## config.mk

```make
export PLATFORM = sky130hd
export DESIGN_NAME = muldiv_unit
export DESIGN_NICKNAME = d
export VERILOG_FILES = /design/src/rtl/muldiv_pkg.sv /design/src/rtl/muldiv_step.sv /design/src/rtl/muldiv_unit.sv
export SDC_FILE = /design/constraint.sdc
export NUM_CORES = 1
export LEC_CHECK = 0
export BUFFER_PORTS_ARGS = -buffer_cell sky130_fd_sc_hd__buf_2
export CORE_UTILIZATION = 30
export CTS_BUF_LIST = sky130_fd_sc_hd__clkbuf_2
export CTS_CLUSTER_DIAMETER = 120
export DETAILED_ROUTE_END_ITERATION = 7
export SYNTH_ARGS = -nofsm -noshare
export SYNTH_HDL_FRONTEND = slang
export SYNTH_HIERARCHICAL = 1
export SYNTH_SLANG_ARGS = --single-unit
export TNS_END_PERCENT = 50
```

## constraint.sdc

```tcl
create_clock -name clock -period 8.45 [get_ports clock]
set_clock_uncertainty 0.1 [all_clocks]
set_input_delay 1.69 -clock clock [delete_from_list [all_inputs] [get_ports clock]]
set_output_delay 1.69 -clock clock [all_outputs]
set_load 0.01 [all_outputs]
```

## src/rtl/muldiv_pkg.sv

```systemverilog
// Shared definitions for the multicycle multiply/divide unit:
// operation encodings and the control FSM state type.
package muldiv_pkg;

  localparam logic [1:0] OP_MULT  = 2'b00;
  localparam logic [1:0] OP_MULTU = 2'b01;
  localparam logic [1:0] OP_DIV   = 2'b10;
  localparam logic [1:0] OP_DIVU  = 2'b11;

  typedef enum logic [1:0] {
    IDLE,
    CALC,
    FIX,
    DONE
  } state_t;

endpackage

```

## src/rtl/muldiv_step.sv

```systemverilog
// One combinational radix-2 iteration: shift-add for multiply (multiplier held
// in the low half, consumed LSB first), restoring shift-subtract for divide.
module muldiv_step #(
  parameter int WIDTH = 32
) (
  input  logic [2*WIDTH-1:0] i_acc,
  input  logic [WIDTH-1:0]   i_operand,
  input  logic               i_is_div,
  output logic [2*WIDTH-1:0] o_acc,
  output logic               o_qbit
);

  logic [WIDTH:0] w_sum;
  logic [WIDTH:0] w_shifted;
  logic [WIDTH:0] w_diff;

  always_comb begin
    w_sum     = {1'b0, i_acc[2*WIDTH-1:WIDTH]} + {1'b0, i_operand};
    w_shifted = i_acc[2*WIDTH-1:WIDTH-1];
    w_diff    = w_shifted - {1'b0, i_operand};
    o_acc     = i_acc;
    o_qbit    = 1'b0;
    if (i_is_div) begin
      // The partial remainder is always below the divisor, so no borrow means
      // the shifted remainder fits and the difference needs only WIDTH bits.
      o_qbit = ~w_diff[WIDTH];
      if (o_qbit) o_acc = {w_diff[WIDTH-1:0], i_acc[WIDTH-2:0], 1'b0};
      else        o_acc = {w_shifted[WIDTH-1:0], i_acc[WIDTH-2:0], 1'b0};
    end else if (i_acc[0]) begin
      o_acc = {w_sum, i_acc[WIDTH-1:1]};
    end else begin
      o_acc = {1'b0, i_acc[2*WIDTH-1:1]};
    end
  end

endmodule

```

## src/rtl/muldiv_unit.sv

```systemverilog
// Multicycle signed/unsigned multiply/divide with architectural HI/LO registers.
// Optional build macro MULDIV_EARLY_TERM_EN: multiplies leave CALC once the remaining multiplier bits are zero.
module muldiv_unit
  import muldiv_pkg::*;
#(
  parameter  int WIDTH = 32,
  localparam int CNT_W = $clog2(WIDTH + 1)
) (
  input  logic             clock,
  input  logic             reset,
  input  logic             start,
  input  logic [1:0]       op,
  input  logic [WIDTH-1:0] a,
  input  logic [WIDTH-1:0] b,
  input  logic             wr_hi,
  input  logic             wr_lo,
  input  logic [WIDTH-1:0] wr_data,
  output logic             busy,
  output logic             done,
  output logic             div_by_zero,
  output logic [WIDTH-1:0] hi,
  output logic [WIDTH-1:0] lo
);

  state_t r_state, w_next_state;

  logic [2*WIDTH-1:0] r_acc, w_acc_next, w_prod_raw, w_prod;
  logic [WIDTH-1:0]   r_opnd, r_hi, r_lo, w_mag_a, w_mag_b, w_quot, w_rem;
  logic [CNT_W-1:0]   r_cnt;
  logic r_is_div, r_neg, r_neg_rem, r_dbz;
  logic w_idle, w_is_div, w_signed, w_div_zero, w_calc_last, w_qbit;

  muldiv_step #(.WIDTH(WIDTH)) u_step (
    .i_acc     (r_acc),
    .i_operand (r_opnd),
    .i_is_div  (r_is_div),
    .o_acc     (w_acc_next),
    .o_qbit    (w_qbit)
  );

  always_comb begin
    w_idle     = (r_state == IDLE) || (r_state == DONE);
    w_is_div   = op[1];
    w_signed   = ~op[0];
    w_div_zero = w_is_div && (b == '0);
    w_mag_a    = (w_signed && a[WIDTH-1]) ? -a : a;
    w_mag_b    = (w_signed && b[WIDTH-1]) ? -b : b;
    w_calc_last = (r_cnt == CNT_W'(1));
`ifdef MULDIV_EARLY_TERM_EN
    // After this step only the low r_cnt-1 bits still hold unprocessed multiplier.
    if (!r_is_div &&
        ((w_acc_next[WIDTH-1:0] & ~({WIDTH{1'b1}} << (r_cnt - CNT_W'(1)))) == '0))
      w_calc_last = 1'b1;
    w_prod_raw = r_acc >> r_cnt;
`else
    w_prod_raw = r_acc;
`endif
    w_prod = r_neg     ? -w_prod_raw : w_prod_raw;
    w_quot = r_neg     ? -r_acc[WIDTH-1:0] : r_acc[WIDTH-1:0];
    w_rem  = r_neg_rem ? -r_acc[2*WIDTH-1:WIDTH] : r_acc[2*WIDTH-1:WIDTH];
  end

  always_ff @(posedge clock or negedge reset) begin
    if (!reset) r_state <= IDLE;
    else        r_state <= w_next_state;
  end

  always_comb begin
    w_next_state = r_state;
    case (r_state)
      IDLE, DONE: begin
        if (start) w_next_state = w_div_zero ? DONE : CALC;
        else       w_next_state = IDLE;
      end
      CALC:    if (w_calc_last) w_next_state = FIX;
      FIX:     w_next_state = DONE;
      default: w_next_state = IDLE;
    endcase
  end

  always_comb begin
    busy        = (r_state == CALC) || (r_state == FIX);
    done        = (r_state == DONE);
    div_by_zero = (r_state == DONE) && r_dbz;
    hi          = r_hi;
    lo          = r_lo;
  end

  always_ff @(posedge clock or negedge reset) begin
    if (!reset) begin
      r_acc     <= '0;
      r_opnd    <= '0;
      r_cnt     <= '0;
      r_hi      <= '0;
      r_lo      <= '0;
      r_is_div  <= 1'b0;
      r_neg     <= 1'b0;
      r_neg_rem <= 1'b0;
      r_dbz     <= 1'b0;
    end else begin
      case (r_state)
        IDLE, DONE: begin
          if (wr_hi) r_hi <= wr_data;
          if (wr_lo) r_lo <= wr_data;
          if (start) begin
            r_dbz     <= w_div_zero;
            r_is_div  <= w_is_div;
            r_neg     <= w_signed && (a[WIDTH-1] ^ b[WIDTH-1]);
            r_neg_rem <= w_signed && a[WIDTH-1];
            r_opnd    <= w_is_div ? w_mag_b : w_mag_a;
            r_acc     <= {{WIDTH{1'b0}}, (w_is_div ? w_mag_a : w_mag_b)};
            r_cnt     <= CNT_W'(WIDTH);
          end
        end
        CALC: begin
          r_acc <= w_acc_next | {{(2*WIDTH-1){1'b0}}, w_qbit};
          r_cnt <= r_cnt - CNT_W'(1);
        end
        FIX: begin
          if (r_is_div) begin
            r_lo <= w_quot;
            r_hi <= w_rem;
          end else begin
            r_hi <= w_prod[2*WIDTH-1:WIDTH];
            r_lo <= w_prod[WIDTH-1:0];
          end
        end
        default: ;
      endcase
    end
  end

endmodule

```

==> results of run 1 <==
## power breakdown
part	leakage [uW]	internal (uW)	switching, uW
Sequential	0.00214	1220	795
Combinational	0.00569	2370	4100
Clock	0.000155	172	344
## final cells by class
class | count | share of cell area (%)
clock buffer | 17 | 0.463
multi-input combinational | 1772 | 62.8
timing repair buffer | 193 | 5.62
inverter | 76 | 1.55
sequential | 172 | 23.5
antenna | 1 | 0.0136
tap | 739 | 5.03
clock inverter | 15 | 1.04
## per-stage QoR
step / cells / hold WS [ns] / area, um2
2_1_floorplan: 2154 / 0.331 / 16600
3_3_place_gp: 2952 / 0.361 / 18100
3_5_place_dp: 2952 / 0.360 / 18100
4_1_cts: 2984 / 0.416 / 18400
5_1_grt: 2985 / 0.429 / 18400
6_report: 2985 / 0.415 / 18400
## per-layer routing
layer / GRT usage, % / up-vias / share of wire (%)
met5: 0 / - / 0
met4: 7.51 / 0 / 2.8
met3: 3.83 / 110 / 8.6
met2: 33.8 / 901 / 43
met1: 32.8 / 8404 / 46
li1: - / 8114 / -
## how the worst max path moves through the flow
stage	startpoint	to	slack (ns)	depth (start not counted)
detailed placement	b[4]	r_state[1]	4.20	6
finish	r_state[1]	busy	4.02	3
global placement	b[4]	r_state[1]	4.28	6
CTS	r_state[0]	busy	3.93	4
global route	r_state[1]	busy	3.92	3
floorplan	a[1]	r_acc[30]	4.70	8
## registers in the layout, indices dropped and copies added (netlist names)
register,count
r_acc,64
hi,32
r_opnd,32
r_dbz,1
r_cnt,6
r_state,2
r_neg_rem,1
lo,32
r_is_div,1
r_neg,1
## cells by family (layout without fill, tap and decap cells)
kind of cell	count (synthesis)	in the layout	share of synthesized area (%)
other	0	1	0
DFF	172	172	25.9
and+or+nand+nor	816	816	24.8
AOI/OAI and AO/OA	651	651	25.5
adders and majority gates	75	75	5.73
buffers and inverters	210	301	5.05
muxes	79	79	5.06
xor gates and xnor gates	151	151	7.95
## cell usage in the layout (no fill, tap or decap), types with 37 or more instances in the layout
cell | netlist | routed
a211oi_1 | 45 | 45
a21o_1 | 57 | 57
a21oi_1 | 167 | 164
a31oi_1 | 40 | 40
buf_2 | 9 | 168
dfrtp_1 | 172 | 170
ha_1 | 73 | 71
inv_1 | 74 | 74
mux2_2 | 40 | 40
mux2i_1 | 39 | 39
nand2_1 | 255 | 255
nand3_1 | 87 | 87
nor2_1 | 158 | 158
nor3_1 | 48 | 48
nor4_1 | 39 | 38
o21ai_0 | 108 | 107
o21ai_1 | 37 | 37
o31ai_1 | 37 | 37
xnor2_1 | 78 | 78
xor2_1 | 73 | 73
## worst register-to-register path, cell delays in order (launching register included)
cell and delay [ns]:
dfrtp_1 0.70, ha_1 0.54, o211ai_1 0.15, o211ai_1 0.37, nand4_1 0.23, a21oi_1 0.28, nor2_1 0.15, o31ai_1 0.41
a21oi_1 0.20, or4_1 0.49, a2bb2oi_1 0.19, nand3_1 0.09, nand2_1 0.12
==> impl_metrics.env, run 1 <==
export IMPL_via_count=17500
export IMPL_cts_root_buf="clkbuf_2"
export IMPL_ant_nets=0
export IMPL_grt_pass1_vias=16100
export IMPL_place_hpwl_mm=50.9
export IMPL_final_max_slew_violation_count=0
export IMPL_rows=85
export IMPL_nets=2410
export IMPL_path_clk_slew_ns=0.27
export IMPL_setup_ws_ns=4.02
export IMPL_cts_buffer_depth=2
export IMPL_vdd_drop_max_v=0.000227
export IMPL_holdPathStages=1
export IMPL_gp_congestion=0.993
export IMPL_critPathCaptureType="primary output"
export IMPL_synth_enable_flop_cells=0
export IMPL_ys_seq_area_share_pct=25.9
export IMPL_worst_r2r_endpoint="r_acc[58]"
export IMPL_die_h_um=237
export IMPL_ioPinCount=170
export IMPL_cp_max_fo=11
export IMPL_status="complete, no violations"
export IMPL_critPathMaxStageDelay_ns=0.62
export IMPL_ff2ff_setup_slack_ns=4.37
export IMPL_crit_buf_inv=2
export IMPL_worstHoldStart="lo[14]"
export IMPL_die_w_um=237
export IMPL_post_route_period_util_pct=52.4
export IMPL_synth_area_leader_cell="dfrtp_1"
export IMPL_clock_latency_ns=0.97
export IMPL_syn_num_nets=2332
export IMPL_multiInputGateArea_um2=11500
export IMPL_setup_viol=0
export IMPL_nFillCells=5812
export IMPL_vias_per_cell=5.87
export IMPL_syn_inst=2154
export IMPL_yosys_warnings=6
export IMPL_drc=0
export IMPL_synth_cell_types=92
export IMPL_clock_sinks=172
export IMPL_preCtsSetupSlack_ns=4.20
export IMPL_power_uw=9000
export IMPL_yosysMostFrequentCell="nand2_1"
export IMPL_wl_per_cell_um=21.8
export IMPL_synth_common_cells="nand2_1, dfrtp_1, a21oi_1, nor2_1, o21ai_0"
export IMPL_postCtsSetupRepairBufs=0
export IMPL_rr_worst_depth=12
export IMPL_antenna_found_initial=2
export IMPL_utilization_pct=33.8
export IMPL_wirelength_mm=65.1
export IMPL_synth_area_top_cells="dfrtp_1, nand2_1, ha_1"
export IMPL_cp_cell_sequence="ha_2, inv_1, buf_2"
export IMPL_critPathRequiredTime_ns=6.66
export IMPL_grt_max_degree=86
export IMPL_avgSynthCellArea_um2=7.72
export IMPL_hold_violations=0
export IMPL_critPathSlowestCell="ha_2"
export IMPL_io_buffers=169
export IMPL_worstHoldPathType="flop to flop"
export IMPL_critPathKind="flop to primary output"
export IMPL_first_pass_iters=6
export IMPL_dominantRegCellSynth="dfrtp_1"
export IMPL_drtIter0Drc=1657
export IMPL_die_area_um2=56400
export IMPL_rsz0062_at_grt="false"
export IMPL_grt_ovfl_total=0
export IMPL_grt_total_usage_pct=22.7
export IMPL_grt_pass1_wl_mm=99.1
export IMPL_power_density_nw_per_um2=490
export IMPL_drv_cap=0
export IMPL_start_kind="flop"
export IMPL_cts_tree="done"
export IMPL_whs_endpoint="lo[14]"
export IMPL_coreArea_um2=54300
export IMPL_numCtsBuffers=17
export IMPL_synth_top_area_share_pct=25.9
export IMPL_worstMarginPinSlew_ns=1.22
export IMPL_async_flop_share_pct=100
export IMPL_cts_hold_buffers=0
export IMPL_synth_area_um2=16600
export IMPL_r2r_start="r_acc[34]"
export IMPL_clock_fmax_mhz=226
export IMPL_cts_htree_levels=4
export IMPL_p_leak_uw=0.00799
export IMPL_maxSlewHeadroom_pct=18.2
export IMPL_seq_area_um2=4310
export IMPL_path_delay_family="adder cells"
export IMPL_drive_above_1_share_pct=13.9
export IMPL_ys_ff_latch=172
export IMPL_tns_ns=0
export IMPL_initial_core_util_pct=30.6
export IMPL_cts_resized=0
export IMPL_fin_crit_ns=4.43
export IMPL_arrival_ns=2.64
export IMPL_areaGrowthSynthToFinish_pct=10.5
No activity file was read; power rests on OpenSTA's default activity.
==> run 2, diff against run 1 <==
==> constraint.sdc (replaced) <==
create_clock -name clock -period 4.6 [get_ports clock]
set_clock_uncertainty 0.1 [all_clocks]
set_input_delay 0.92 -clock clock [delete_from_list [all_inputs] [get_ports clock]]
set_output_delay 0.92 -clock clock [all_outputs]
set_load 0.01 [all_outputs]
==> impl_metrics.env, run 2 (synthesis gave the netlist of run 1 again) <==
export IMPL_start_kind="flop"
export IMPL_first_pass_iters=7
export IMPL_coreArea_um2=54300
export IMPL_setup_viol=0
export IMPL_drtIter0Drc=1613
export IMPL_areaGrowthSynthToFinish_pct=11.6
export IMPL_initial_core_util_pct=30.6
export IMPL_clock_latency_ns=0.96
export IMPL_layout_commonest_cell="nand2_1"
export IMPL_critPathRequiredTime_ns=5.41
export IMPL_io_buffers=169
export IMPL_finalInstanceArea_um2=18600
export IMPL_status="complete, no violations"
export IMPL_vias_per_cell=5.88
export IMPL_worst_r2r_endpoint="r_acc[60]"
export IMPL_post_route_period_util_pct=85.1
export IMPL_drive_above_1_share_pct=15.0
export IMPL_final_max_slew_violation_count=0
export IMPL_power_density_nw_per_um2=904
export IMPL_cts_resized=0
export IMPL_hold_violations=0
export IMPL_ioPinCount=170
export IMPL_arrival_ns=4.72
export IMPL_grt_total_usage_pct=23.7
export IMPL_die_h_um=237
export IMPL_cts_htree_levels=4
export IMPL_worstMarginPinSlew_ns=0.967
export IMPL_postCtsSetupRepairBufs=0
export IMPL_clock_sinks=172
export IMPL_grt_pass1_wl_mm=103
export IMPL_gp_congestion=0.953
export IMPL_critPathMaxStageDelay_ns=0.70
export IMPL_cts_root_buf="clkbuf_2"
export IMPL_place_hpwl_mm=53.5
export IMPL_grt_pass1_vias=16400
export IMPL_rows=85
export IMPL_rsz0062_at_grt="false"
export IMPL_die_area_um2=56400
export IMPL_wl_per_cell_um=22.6
export IMPL_critPathKind="flop to flop"
export IMPL_maxSlewHeadroom_pct=35.5
export IMPL_critPathCaptureType="flop"
export IMPL_clock_fmax_mhz=256
export IMPL_die_w_um=237
export IMPL_whs_endpoint="lo[18]"
export IMPL_ant_nets=0
export IMPL_worstHoldPathType="input pin to flop"
export IMPL_cp_cell_sequence="inv_1, ha_1, fa_1, nand2b_1, a21o_1, a31oi_4, o211ai_1, and3_1, or4_4, or3_1, nand4bb_1, a21oi_1, nand3_1, nand2_1"
export IMPL_fin_crit_ns=3.91
export IMPL_largest_register_ffs=64
export IMPL_drv_cap=0
export IMPL_tns_ns=0
export IMPL_r2r_start="r_acc[31]"
export IMPL_cp_max_fo=27
export IMPL_vdd_drop_max_v=0.000310
export IMPL_post_dp_cell_area_um2=18300
export IMPL_numCtsBuffers=17
export IMPL_rr_worst_depth=14
export IMPL_nets=2438
export IMPL_cts_buffer_depth=2
export IMPL_critPathSlowestCell="or4_4"
export IMPL_mostFrequentLayoutCells="nand2_1, dfrtp_1, buf_2"
export IMPL_nFillCells=5810
export IMPL_grt_ovfl_total=0
export IMPL_ff2ff_setup_slack_ns=0.69
export IMPL_drc=0
export IMPL_worstHoldStart="wr_data[18]"
export IMPL_wirelength_mm=68.1
export IMPL_cts_tree="done"
export IMPL_holdPathStages=3
export IMPL_grt_max_degree=89
export IMPL_path_clk_slew_ns=0.33
export IMPL_antenna_found_initial=2
export IMPL_regMostFlops="r_acc"
export IMPL_via_count=17700
export IMPL_p_leak_uw=0.00812
==> run 2: changes by cell type in the layout (fill, tap and decap cells not counted), sizes merged <==
cell and change:
dlygate4sd3 +1, clkbuf +1, clkinvlp +2, diode +1, clkinv -2, buf +27, bufinv -2
==> run 2: final cells by class <==
type,instances,area [um2],share of cell area [%]
Timing Repair Buffer,221,1270,6.84
Tap cell,739,925,4.98
Clock buffer,18,90.1,0.485
Antenna cell,2,5.00,0.0270
Inverter,76,285,1.54
Clock inverter,13,139,0.748
Sequential cell,172,4310,23.2
Multi-Input combinational cell,1772,11500,62.2
==> run 2: stage by stage <==
stage	setup slack (ns)	hold WS (ns)	instances	util (%)	power, uW
2_1_floorplan	1.23	0.331	2154	-	11600
3_3_place_gp	0.743	0.349	2979	33.7	15600
3_5_place_dp	0.720	0.365	2979	33.7	15600
4_1_cts	0.712	0.0705	3011	34.2	16500
5_1_grt	0.469	0.104	3012	34.2	18000
6_report	0.687	0.154	3013	34.2	16800
==> run 2: routing by layer <==
metal  routed length [um]  track usage [%]  part of all wire (%)
met5                    0                0                     0
met4                 1440             5.81                   2.1
met3                 5300             3.44                   7.8
met2                30100             36.6                    44
met1                31300             34.4                    46
==> run 2: critical path: cells and delay by family (launching register included) <==
kind	cells	cell delay [ns]
flops	1	0.59
compound gates	4	0.68
simple gates	7	1.79
buf+inv	1	0.12
fa+ha+maj	2	0.63
==> run 2: worst max path at each step <==
stage | from | endpoint | slack, ns | depth (start not counted)
after CTS | r_acc[31] | r_acc[60] | 0.71 | 14
after global routing | r_acc[31] | r_acc[61] | 0.47 | 14
after floorplan | r_acc[31] | r_acc[60] | 1.23 | 15
after detailed placement | r_acc[31] | r_acc[60] | 0.72 | 14
final | r_acc[31] | r_acc[60] | 0.69 | 14
after global placement | r_acc[31] | r_acc[60] | 0.74 | 14
==> run 2: report_power, final <==
part	internal, uW	switching (uW)	leakage [uW]
Sequential	2250	1170	0.00214
Clock	210	639	0.000130
Combinational	4520	7990	0.00585
==> run 2: what timing repair did <==
| action | in CTS | in global routing |
|---|---|---|
| setup endpoints to repair | 0 | 0 |
| endpoints found under the hold margin | 86 | 0 |
| hold buffers | 1 | 0 |
